### src/rtl/backprop_hidden_update_if.sv
// Bus bundle for the hidden-neuron weight updater: control, weight/input buffer
// port and the shared FP ALU handshake. master = updater, slave = environment.
interface backprop_hidden_update_if #(
    parameter int IDX_W = 2
);
    logic             start;
    logic [31:0]      target;
    logic [31:0]      sigmoid_out;
    logic [31:0]      layer2_weight;
    logic [31:0]      hidden_value;
    logic             busy;
    logic             done;
    logic             err;
    logic             rd_en;
    logic [IDX_W-1:0] rd_addr;
    logic [31:0]      rd_x;
    logic [31:0]      rd_w;
    logic             wr_en;
    logic [IDX_W-1:0] wr_addr;
    logic [31:0]      wr_data;
    logic             alu_valid;
    logic [1:0]       alu_op;
    logic [31:0]      alu_a;
    logic [31:0]      alu_b;
    logic             alu_ack;
    logic [31:0]      alu_res;

    modport master (
        input  start, target, sigmoid_out, layer2_weight, hidden_value,
        input  rd_x, rd_w, alu_ack, alu_res,
        output busy, done, err, rd_en, rd_addr, wr_en, wr_addr, wr_data,
        output alu_valid, alu_op, alu_a, alu_b
    );

    modport slave (
        output start, target, sigmoid_out, layer2_weight, hidden_value,
        output rd_x, rd_w, alu_ack, alu_res,
        input  busy, done, err, rd_en, rd_addr, wr_en, wr_addr, wr_data,
        input  alu_valid, alu_op, alu_a, alu_b
    );
endinterface

### src/rtl/backprop_hidden_update.sv
// Sequenced FP32 back-prop updater for one hidden neuron: derives the hidden
// delta once through a shared FP ALU, then rewrites all N_IN input weights.
module backprop_hidden_update #(
    parameter int          N_IN  = 4,
    parameter int          IDX_W = $clog2(N_IN),
    parameter logic [31:0] LR    = 32'h3F000000
) (
    input logic                          clk,
    input logic                          reset_n,
    backprop_hidden_update_if.master     bus
);
    localparam logic [31:0] ONE    = 32'h3F800000;
    localparam logic [1:0]  OP_ADD = 2'd0;
    localparam logic [1:0]  OP_SUB = 2'd1;
    localparam logic [1:0]  OP_MUL = 2'd2;
    localparam logic [3:0]  ST_G   = 4'd8;   // last delta step: g = dh*LR
    localparam logic [3:0]  ST_MUL = 4'd9;   // per-index p = g*x
    localparam logic [3:0]  ST_ADD = 4'd10;  // per-index wn = w + p

    typedef enum logic [2:0] {S_IDLE, S_ISSUE, S_WAIT, S_RD, S_CAP, S_WR, S_DONE} state_t;

    typedef struct packed {
        logic [1:0]  op;
        logic [31:0] a;
        logic [31:0] b;
    } alu_req_t;

    state_t           state_q, state_d;
    logic [3:0]       step_q, step_d;
    logic [IDX_W-1:0] idx_q, idx_d;
    logic             err_q, err_d;
    logic [31:0]      t_q, t_d, y_q, y_d, w2_q, w2_d, h_q, h_d;
    logic [31:0]      r_q, r_d, om_q, om_d, hm_q, hm_d;
    logic [31:0]      x_q, x_d, w_q, w_d, p_q, p_d, wn_q, wn_d;
    alu_req_t         req;
    logic             in_alu;

    // r_q is the running product; it ends the delta phase holding g
    always_comb begin
        req = '{op: OP_MUL, a: r_q, b: 32'd0};
        unique case (step_q)
            4'd0:    req = '{op: OP_SUB, a: t_q, b: y_q};
            4'd1:    req = '{op: OP_SUB, a: ONE, b: y_q};
            4'd2:    req = '{op: OP_MUL, a: r_q, b: y_q};
            4'd3:    req = '{op: OP_MUL, a: r_q, b: om_q};
            4'd4:    req = '{op: OP_SUB, a: ONE, b: h_q};
            4'd5:    req = '{op: OP_MUL, a: r_q, b: w2_q};
            4'd6:    req = '{op: OP_MUL, a: r_q, b: h_q};
            4'd7:    req = '{op: OP_MUL, a: r_q, b: hm_q};
            4'd8:    req = '{op: OP_MUL, a: r_q, b: LR};
            4'd9:    req = '{op: OP_MUL, a: r_q, b: x_q};
            4'd10:   req = '{op: OP_ADD, a: w_q, b: p_q};
            default: req = '{op: OP_MUL, a: r_q, b: 32'd0};
        endcase
    end

    always_comb begin
        state_d = state_q;
        step_d  = step_q;
        idx_d   = idx_q;
        err_d   = err_q;
        t_d  = t_q;  y_d  = y_q;  w2_d = w2_q; h_d  = h_q;
        r_d  = r_q;  om_d = om_q; hm_d = hm_q;
        x_d  = x_q;  w_d  = w_q;  p_d  = p_q;  wn_d = wn_q;
        unique case (state_q)
            S_IDLE: if (bus.start) begin
                t_d     = bus.target;
                y_d     = bus.sigmoid_out;
                w2_d    = bus.layer2_weight;
                h_d     = bus.hidden_value;
                err_d   = 1'b0;
                idx_d   = '0;
                step_d  = 4'd0;
                state_d = S_ISSUE;
            end
            S_ISSUE: state_d = S_WAIT;
            S_WAIT: if (bus.alu_ack) begin
                unique case (step_q)
                    4'd1:    om_d = bus.alu_res;
                    4'd4:    hm_d = bus.alu_res;
                    ST_MUL:  p_d  = bus.alu_res;
                    ST_ADD:  wn_d = bus.alu_res;
                    default: r_d  = bus.alu_res;
                endcase
                if (bus.alu_res[30:23] == 8'hFF) err_d = 1'b1;
                if (step_q == ST_G) begin
                    state_d = S_RD;
                end else if (step_q == ST_ADD) begin
                    state_d = S_WR;
                end else begin
                    step_d  = step_q + 4'd1;
                    state_d = S_ISSUE;
                end
            end
            S_RD: state_d = S_CAP;
            S_CAP: begin
                x_d     = bus.rd_x;
                w_d     = bus.rd_w;
                step_d  = ST_MUL;
                state_d = S_ISSUE;
            end
            S_WR: begin
                if (idx_q == IDX_W'(N_IN - 1)) begin
                    state_d = S_DONE;
                end else begin
                    idx_d   = idx_q + 1'b1;
                    state_d = S_RD;
                end
            end
            S_DONE:  state_d = S_IDLE;
            default: state_d = S_IDLE;
        endcase
    end

    always_ff @(posedge clk or negedge reset_n) begin
        if (!reset_n) begin
            state_q <= S_IDLE;
            step_q  <= '0;
            idx_q   <= '0;
            err_q   <= 1'b0;
            t_q  <= '0; y_q  <= '0; w2_q <= '0; h_q  <= '0;
            r_q  <= '0; om_q <= '0; hm_q <= '0;
            x_q  <= '0; w_q  <= '0; p_q  <= '0; wn_q <= '0;
        end else begin
            state_q <= state_d;
            step_q  <= step_d;
            idx_q   <= idx_d;
            err_q   <= err_d;
            t_q  <= t_d;  y_q  <= y_d;  w2_q <= w2_d; h_q  <= h_d;
            r_q  <= r_d;  om_q <= om_d; hm_q <= hm_d;
            x_q  <= x_d;  w_q  <= w_d;  p_q  <= p_d;  wn_q <= wn_d;
        end
    end

    // operands are decoded from registered state, so they hold until the ack
    assign in_alu        = (state_q == S_ISSUE) || (state_q == S_WAIT);
    assign bus.alu_valid = (state_q == S_ISSUE);
    assign bus.alu_op    = in_alu ? req.op : 2'd0;
    assign bus.alu_a     = in_alu ? req.a  : 32'd0;
    assign bus.alu_b     = in_alu ? req.b  : 32'd0;
    assign bus.rd_en     = (state_q == S_RD);
    assign bus.rd_addr   = bus.rd_en ? idx_q : '0;
    assign bus.wr_en     = (state_q == S_WR);
    assign bus.wr_addr   = bus.wr_en ? idx_q : '0;
    assign bus.wr_data   = bus.wr_en ? wn_q : 32'd0;
    assign bus.busy      = (state_q != S_IDLE) && (state_q != S_DONE);
    assign bus.done      = (state_q == S_DONE);
    assign bus.err       = err_q;
endmodule

### src/flat_wrapper.sv
// flat-port wrapper written by rule: the top's interface ports become plain ports
module backprop_hidden_update_flat 
#(
    parameter int          N_IN  = 4,
    parameter int          IDX_W = $clog2(N_IN),
    parameter logic [31:0] LR    = 32'h3F000000
)
  (clk, reset_n, bus_start, bus_target, bus_sigmoid_out, bus_layer2_weight, bus_hidden_value, bus_rd_x, bus_rd_w, bus_alu_ack, bus_alu_res, bus_busy, bus_done, bus_err, bus_rd_en, bus_rd_addr, bus_wr_en, bus_wr_addr, bus_wr_data, bus_alu_valid, bus_alu_op, bus_alu_a, bus_alu_b);
  backprop_hidden_update_if #(.IDX_W(IDX_W)) bus_i ();
  input logic clk;
  input logic reset_n;
  input wire logic [$bits(bus_i.start)-1:0] bus_start;
  input wire logic [$bits(bus_i.target)-1:0] bus_target;
  input wire logic [$bits(bus_i.sigmoid_out)-1:0] bus_sigmoid_out;
  input wire logic [$bits(bus_i.layer2_weight)-1:0] bus_layer2_weight;
  input wire logic [$bits(bus_i.hidden_value)-1:0] bus_hidden_value;
  input wire logic [$bits(bus_i.rd_x)-1:0] bus_rd_x;
  input wire logic [$bits(bus_i.rd_w)-1:0] bus_rd_w;
  input wire logic [$bits(bus_i.alu_ack)-1:0] bus_alu_ack;
  input wire logic [$bits(bus_i.alu_res)-1:0] bus_alu_res;
  output wire logic [$bits(bus_i.busy)-1:0] bus_busy;
  output wire logic [$bits(bus_i.done)-1:0] bus_done;
  output wire logic [$bits(bus_i.err)-1:0] bus_err;
  output wire logic [$bits(bus_i.rd_en)-1:0] bus_rd_en;
  output wire logic [$bits(bus_i.rd_addr)-1:0] bus_rd_addr;
  output wire logic [$bits(bus_i.wr_en)-1:0] bus_wr_en;
  output wire logic [$bits(bus_i.wr_addr)-1:0] bus_wr_addr;
  output wire logic [$bits(bus_i.wr_data)-1:0] bus_wr_data;
  output wire logic [$bits(bus_i.alu_valid)-1:0] bus_alu_valid;
  output wire logic [$bits(bus_i.alu_op)-1:0] bus_alu_op;
  output wire logic [$bits(bus_i.alu_a)-1:0] bus_alu_a;
  output wire logic [$bits(bus_i.alu_b)-1:0] bus_alu_b;
  assign bus_i.start = bus_start;
  assign bus_i.target = bus_target;
  assign bus_i.sigmoid_out = bus_sigmoid_out;
  assign bus_i.layer2_weight = bus_layer2_weight;
  assign bus_i.hidden_value = bus_hidden_value;
  assign bus_i.rd_x = bus_rd_x;
  assign bus_i.rd_w = bus_rd_w;
  assign bus_i.alu_ack = bus_alu_ack;
  assign bus_i.alu_res = bus_alu_res;
  assign bus_busy = bus_i.busy;
  assign bus_done = bus_i.done;
  assign bus_err = bus_i.err;
  assign bus_rd_en = bus_i.rd_en;
  assign bus_rd_addr = bus_i.rd_addr;
  assign bus_wr_en = bus_i.wr_en;
  assign bus_wr_addr = bus_i.wr_addr;
  assign bus_wr_data = bus_i.wr_data;
  assign bus_alu_valid = bus_i.alu_valid;
  assign bus_alu_op = bus_i.alu_op;
  assign bus_alu_a = bus_i.alu_a;
  assign bus_alu_b = bus_i.alu_b;
  backprop_hidden_update #(.N_IN(N_IN), .IDX_W(IDX_W), .LR(LR)) u_core (.clk(clk), .reset_n(reset_n), .bus(bus_i));
endmodule
### config.mk
export PLATFORM = sky130hd
export DESIGN_NAME = backprop_hidden_update_flat
export DESIGN_NICKNAME = d
export VERILOG_FILES = /design/src/rtl/backprop_hidden_update_if.sv /design/src/rtl/backprop_hidden_update.sv /design/src/flat_wrapper.sv
export SDC_FILE = /design/constraint.sdc
export NUM_CORES = 1
export LEC_CHECK = 0
export BUFFER_PORTS_ARGS = -buffer_cell sky130_fd_sc_hd__buf_2
export CAP_MARGIN = 15
export CORE_ASPECT_RATIO = 0.9
export CORE_MARGIN = 3
export CORE_UTILIZATION = 55
export DETAILED_ROUTE_END_ITERATION = 10
export PLACE_DENSITY = 0.8
export SETUP_SLACK_MARGIN = 0.1
export SYNTH_ARGS = -nofsm -noshare
export SYNTH_HDL_FRONTEND = slang
export SYNTH_SLANG_ARGS = --single-unit
### constraint.sdc
create_clock -name clk -period 2.7 [get_ports clk]
set_input_delay 0.135 -clock clk [delete_from_list [all_inputs] [get_ports clk]]
set_output_delay 0.135 -clock clk [all_outputs]
set_load 0.02 [all_outputs]
### Word-level counts from Yosys, hierarchy flattened

Cells that the tools add are included.
Widths: inputs -> output; s select.

* ROM bits: 0
* RAM bits: 0
* input bits: 228
* memories: 0
* bits in registers: 362
* latch bits: 0

* $lt $le $gt $ge: 0
* mux-type cells: 25
* bitwise logic cells: 1
* eq/ne operators: 25
* multipliers: 0
* reductions and logical operators: 19
* shifts and indexed selects: 0
* add/sub/neg operators: 2
* divide/modulo/power cells: 0

Operators with widths (number)
* $pmux 66 s11: 1
* $mux 32: 3
* $pmux 3 s6: 1
* $reduce_and 3->1: 6
* $eq 4x3->1 const B: 4
* $mux 4: 4
* $mux 3: 5
* $eq 4x4->1 const B: 3
* $pmux 4 s3: 1
* $mux 2: 5
* $ne 2x2->1 const B: 5
* $eq 3x3->1 const B: 3
* $eq 4x2->1 const B: 2
* $eq 8x8->1 const B: 1
* $eq 3x2->1 const B: 2
* $reduce_bool 3->1: 2
* $reduce_and 5->1: 1
* $add 4x1->4 const B: 1
* $eq 4x1->1 const B: 1
* $logic_not 4->1: 1
* $pmux 2 s2: 1
* $reduce_and 2->1: 2
* $reduce_and 4->1: 1
* $reduce_bool 2->1: 2
* other kinds (12): 14

### Longest topological paths before layout

* depth after elaboration: 5
* gate-level depth with buffers: 8

### Worst setup path before layout

No wires, ideal clock.

* path type: register to output
* from: register u_core.step_q[0]
* to: output port bus_alu_a[2]
* required time: 2.565 ns
* slack: 0.506 ns
* arrival: 2.059 ns
* stages on the path, launching flop included: 9
* path buffers: 3
* cell sequence: dfrtp_1 > inv_1 > ha_1 > and3b_1 > buf_2 > clkbuf_1 > clkbuf_1 > a22oi_1 > a21oi_1

* cells in the longest elaborated chain, start to end: 3
* elaborated cells on any way between the ends: 13
* classes of those cells: 10 x eq/ne; 2 x mux; 1 x reduce/logical

Ends and longest elaborated chain
* from (decl): line backprop_hidden_update.sv:29 `logic [3:0] step_q, step_d;`
* from (signal assigned): line backprop_hidden_update.sv:126 `step_q <= step_d;`
* $eq 4x4->1 (tied with other cells): line backprop_hidden_update.sv:41 `unique case (step_q)`
* $pmux 66 s11 *: line backprop_hidden_update.sv:41
* $mux 32 *: line backprop_hidden_update.sv:139 `assign bus.alu_a = in_alu ? req.a : 32'd0;`
* to (decl): line flat_wrapper.sv:31 `output wire logic [$bits(bus_i.alu_a)-1:0] bus_alu_a;`

Every way passes the cells marked *; elsewhere a longest branch is shown, timed or not.

### Worst setup path after layout

* from: register u_core.step_q[1]
* to: output port bus_alu_a[31]

The elaborated chain is that of the path after synthesis.

==> results.toml <==
[place]
place_area_sq_um = 18400
dp_cells = 1839
port_buffers = 335
gp_congestion = 0.907
place_hpwl_um = 30200

[power_and_ir_drop]
power_leakage_uw = 0.0106
power_density_nw_per_um2 = 1140
power_uw = 26700
ir_drop_v = 0.000758

[timing]
tightest_slew_ns = 0.760
tns_ns = -3.48
fmax_mhz = 353
setup_ws_ns = -0.136
finalCriticalPeriod_ns = 2.84
hold_ws_ns = 0.0319
fin_crit_sh_pct = 105
setup_viol = 52
final_hold_viol_count = 0
fin_skew_ns = 0.0171
grt_setup_unrepaired = "true"
drv_slew = 0
relSlewSlack_pct = 49.3

[setup_path]
required_ns = 2.57
path_cells = "buf_6 > ha_4 > and3b_2 > mux2i_4 > o211a_4 > clkbuf_16 > o2bb2ai_2 > buf_6"
rr_worst_depth = 6
criticalPathCategory = "reg -> out"
crit_slowest_cell = "dfrtp_2"
cpMostUsedCell = "buf_6"
start_kind = "flop"
reg2reg_to = "u_core.om_q[27]$_DFFE_PN0P_"
cp-end-kind = "output port"
arrival_ns = 2.70
r2r-start = "u_core.state_q[1]$_DFFE_PN0P_"
path_buf_inv = 3
critPathMaxStageDelay_ns = 0.49
rrSetupSlack_ns = 0.12
worstPathMaxFanout = 6
cp_top_family = "buffers and inverters"

[cts]
numCtsBuffers = 38
tritoncts = "built"
htreeDepth = 2
cts_root_buf = "clkbuf_16"
clock-sinks = 362
cts.clk_slew.worst_paths_ns = 0.07
clkLatencyLatePin_ns = 0.53
clk_path_buf_depth = 3

[min_path]
worstHoldPathType = "in -> reg"
hp-start = "bus_alu_res[30]"
hold_depth = 2
hold_path_end = "u_core.om_q[30]$_DFFE_PN0P_"

[drt]
remaining_drc_errors = 0
num_vias = 13900
viasPerCell = 6.37
ant_nets = 0
first_pass_iters = 8
wl_um = 60600
drt-initial-drc-count = 1612
wl_per_cell_um = 27.8

[synthesis]
synthArstFlopShare_pct = 100
synth.top_cell.area_share_pct = 56.2
syn_nets = 1399
netlist_top_cells_area = "dfrtp_1, mux2_2, mux2_1"
synth_common_cells = "dfrtp_1, mux2_2, a22oi_1"
synth_area_sq_um = 16100
synth_edf_count = 0
ys_seq_area_share_pct = 56.2
yosys.area.top_type = "dfrtp_1"
synth_cell_types = 53
synth_warnings = 0
syn_avg_cell_area_sq_um = 13.8
synth.most_common_cell = "dfrtp_1"
synthCells = 1165
ys.flop_type = "dfrtp_1"
ys_seq_elements = 362

[flow_run]
maxCapViolCount = 0

[layout]
n_fill_cell = 1342
area_growth_pct = 45.1
final_area_sq_um = 23400
stdcell_count = 2180
drive_gt1_share_pct = 47.6
layout.nets = 1994

[floorplanning]
row_count = 58
dieArea_sq_um = 31400
die_w_um = 186
die_h_um = 168
start_util_pct = 56.8
io_pins = 336
coreArea_sq_um = 28400

[outcome]
status = "finished with violations"
violations = "negative setup slack"

[global_route]
grtUsageTotal_pct = 34.8
grt_max_degree = 91
antenna_found_initial = 2
grt_pass1_vias = 14700
grt-ovfl-total = 0
grt_pass1_wl_um = 85300
-- cell families (layout without fill, tap and decap cells) --
group / Yosys count / after routing / share of synthesized area (%)
flip-flops: 362 / 362 / 56.2
buffers and inverters: 98 / 721 / 3.31
AO/OA/AOI/OAI: 235 / 235 / 11.2
XOR/XNOR: 1 / 1 / 0.0544
AND/OR/NAND/NOR: 107 / 107 / 3.87
multiplexers: 356 / 356 / 24.8
other: 0 / 2 / 0
adder cells (fa/ha/maj): 6 / 6 / 0.466
-- state kept, by name (all words and copies together), names as in the netlist --
register        flops
u_core.bus.err      1
u_core.om_q        32
u_core.w2_q        32
u_core.state_q      3
u_core.step_q       4
u_core.y_q         32
u_core.hm_q        32
u_core.w_q         32
u_core.p_q         32
u_core.idx_q        2
u_core.x_q         32
u_core.t_q         32
u_core.wn_q        32
u_core.h_q         32
u_core.r_q         32
-- metrics by stage --
step | setup slack, ns | util (%)
2_1_floorplan | 0.506 | -
3_3_place_gp | 0.315 | 64.9
3_5_place_dp | 0.283 | 64.9
4_1_cts | 0.0302 | 79.1
5_1_grt | -0.194 | 82.4
6_report | -0.136 | 82.4
-- report_power, final --
part | total, uW | internal (uW) | leakage (uW) | switching (uW)
registers | 9690 | 7850 | 0.00452 | 1850
clock network | 5170 | 2950 | 0.000592 | 2220
logic | 11800 | 5880 | 0.00546 | 5950
total | 26700 | 16700 | 0.0106 | 10000
-- cell usage in the layout (no fill, tap or decap), types with 3 or more instances in the layout --
master	synthesis	final
ha_4	0	4
nand3_1	3	3
a31oi_1	29	28
dlygate4sd3_1	0	225
nor2_1	17	14
o21ai_0	3	3
and2_1	39	38
a22oi_1	84	71
mux2_1	65	65
dfrtp_1	362	357
mux2i_1	4	3
o211ai_1	3	3
buf_4	14	64
o21a_1	4	3
a22oi_2	0	13
nand2_1	11	10
mux2_2	287	287
nor2b_1	4	4
nand2b_1	7	4
buf_6	9	40
clkbuf_16	0	43
o2bb2ai_2	0	14
a222oi_1	28	28
buf_16	0	4
o2bb2ai_4	0	17
buf_2	36	282
clkbuf_8	0	12
inv_1	6	4
a221oi_1	9	6
a22o_1	5	5
clkbuf_1	31	11
dfrtp_2	0	5
buf_12	0	23
buf_8	0	3
or3_1	4	3
a32o_1	3	3
nor3_1	7	3
a221oi_2	0	3
a21oi_1	23	22
-- worst max path at each step --
| stage | startpoint | end | slack, ns | depth (start not counted) |
|---|---|---|---|---|
| 3_3_place_gp | u_core.step_q[0]$_DFFE_PN0P_ | bus_alu_b[10] | 0.31 | 8 |
| 6_report | u_core.step_q[1]$_DFFE_PN0P_ | bus_alu_a[31] | -0.14 | 8 |
| 5_1_grt | u_core.step_q[1]$_DFFE_PN0P_ | bus_alu_b[31] | -0.19 | 8 |
| 4_1_cts | u_core.step_q[1]$_DFFE_PN0P_ | bus_alu_b[27] | 0.03 | 8 |
| 3_5_place_dp | u_core.step_q[0]$_DFFE_PN0P_ | bus_alu_b[10] | 0.28 | 8 |
| 2_1_floorplan | u_core.step_q[0]$_DFFE_PN0P_ | bus_alu_a[2] | 0.51 | 8 |
-- metal layers --
metal  wire, um  vias up  GRT usage (%)
li1           -     5589              -
met1      21500     6954           41.7
met2      30300     1063           60.1
met3       5630      276           7.35
met4       3250        0           17.4
met5          0        -              0
-- layout make-up --
cell class | count | area, sq um | share of cell area [%]
repair buffers | 647 | 5370 | 23.0
flip-flops and latches | 362 | 9060 | 38.8
clock inverters | 7 | 58.8 | 0.252
inverters | 6 | 27.5 | 0.118
well taps | 390 | 488 | 2.09
multi-input cells | 705 | 7210 | 30.8
diodes | 2 | 5.00 | 0.0214
clock buffers | 61 | 1160 | 4.95
-- what timing repair did --
item / CTS / global route
hold buffers: 225 / 0
buffers inserted: 18 / 17
resized for setup: 61 / 139
cloned: 6 / 7
pin swaps: 29 / 31
endpoints found under the hold margin: 412 / 0
endpoints found under the setup margin: 66 / 66
Note: power is estimated with default switching activity, not from simulation.
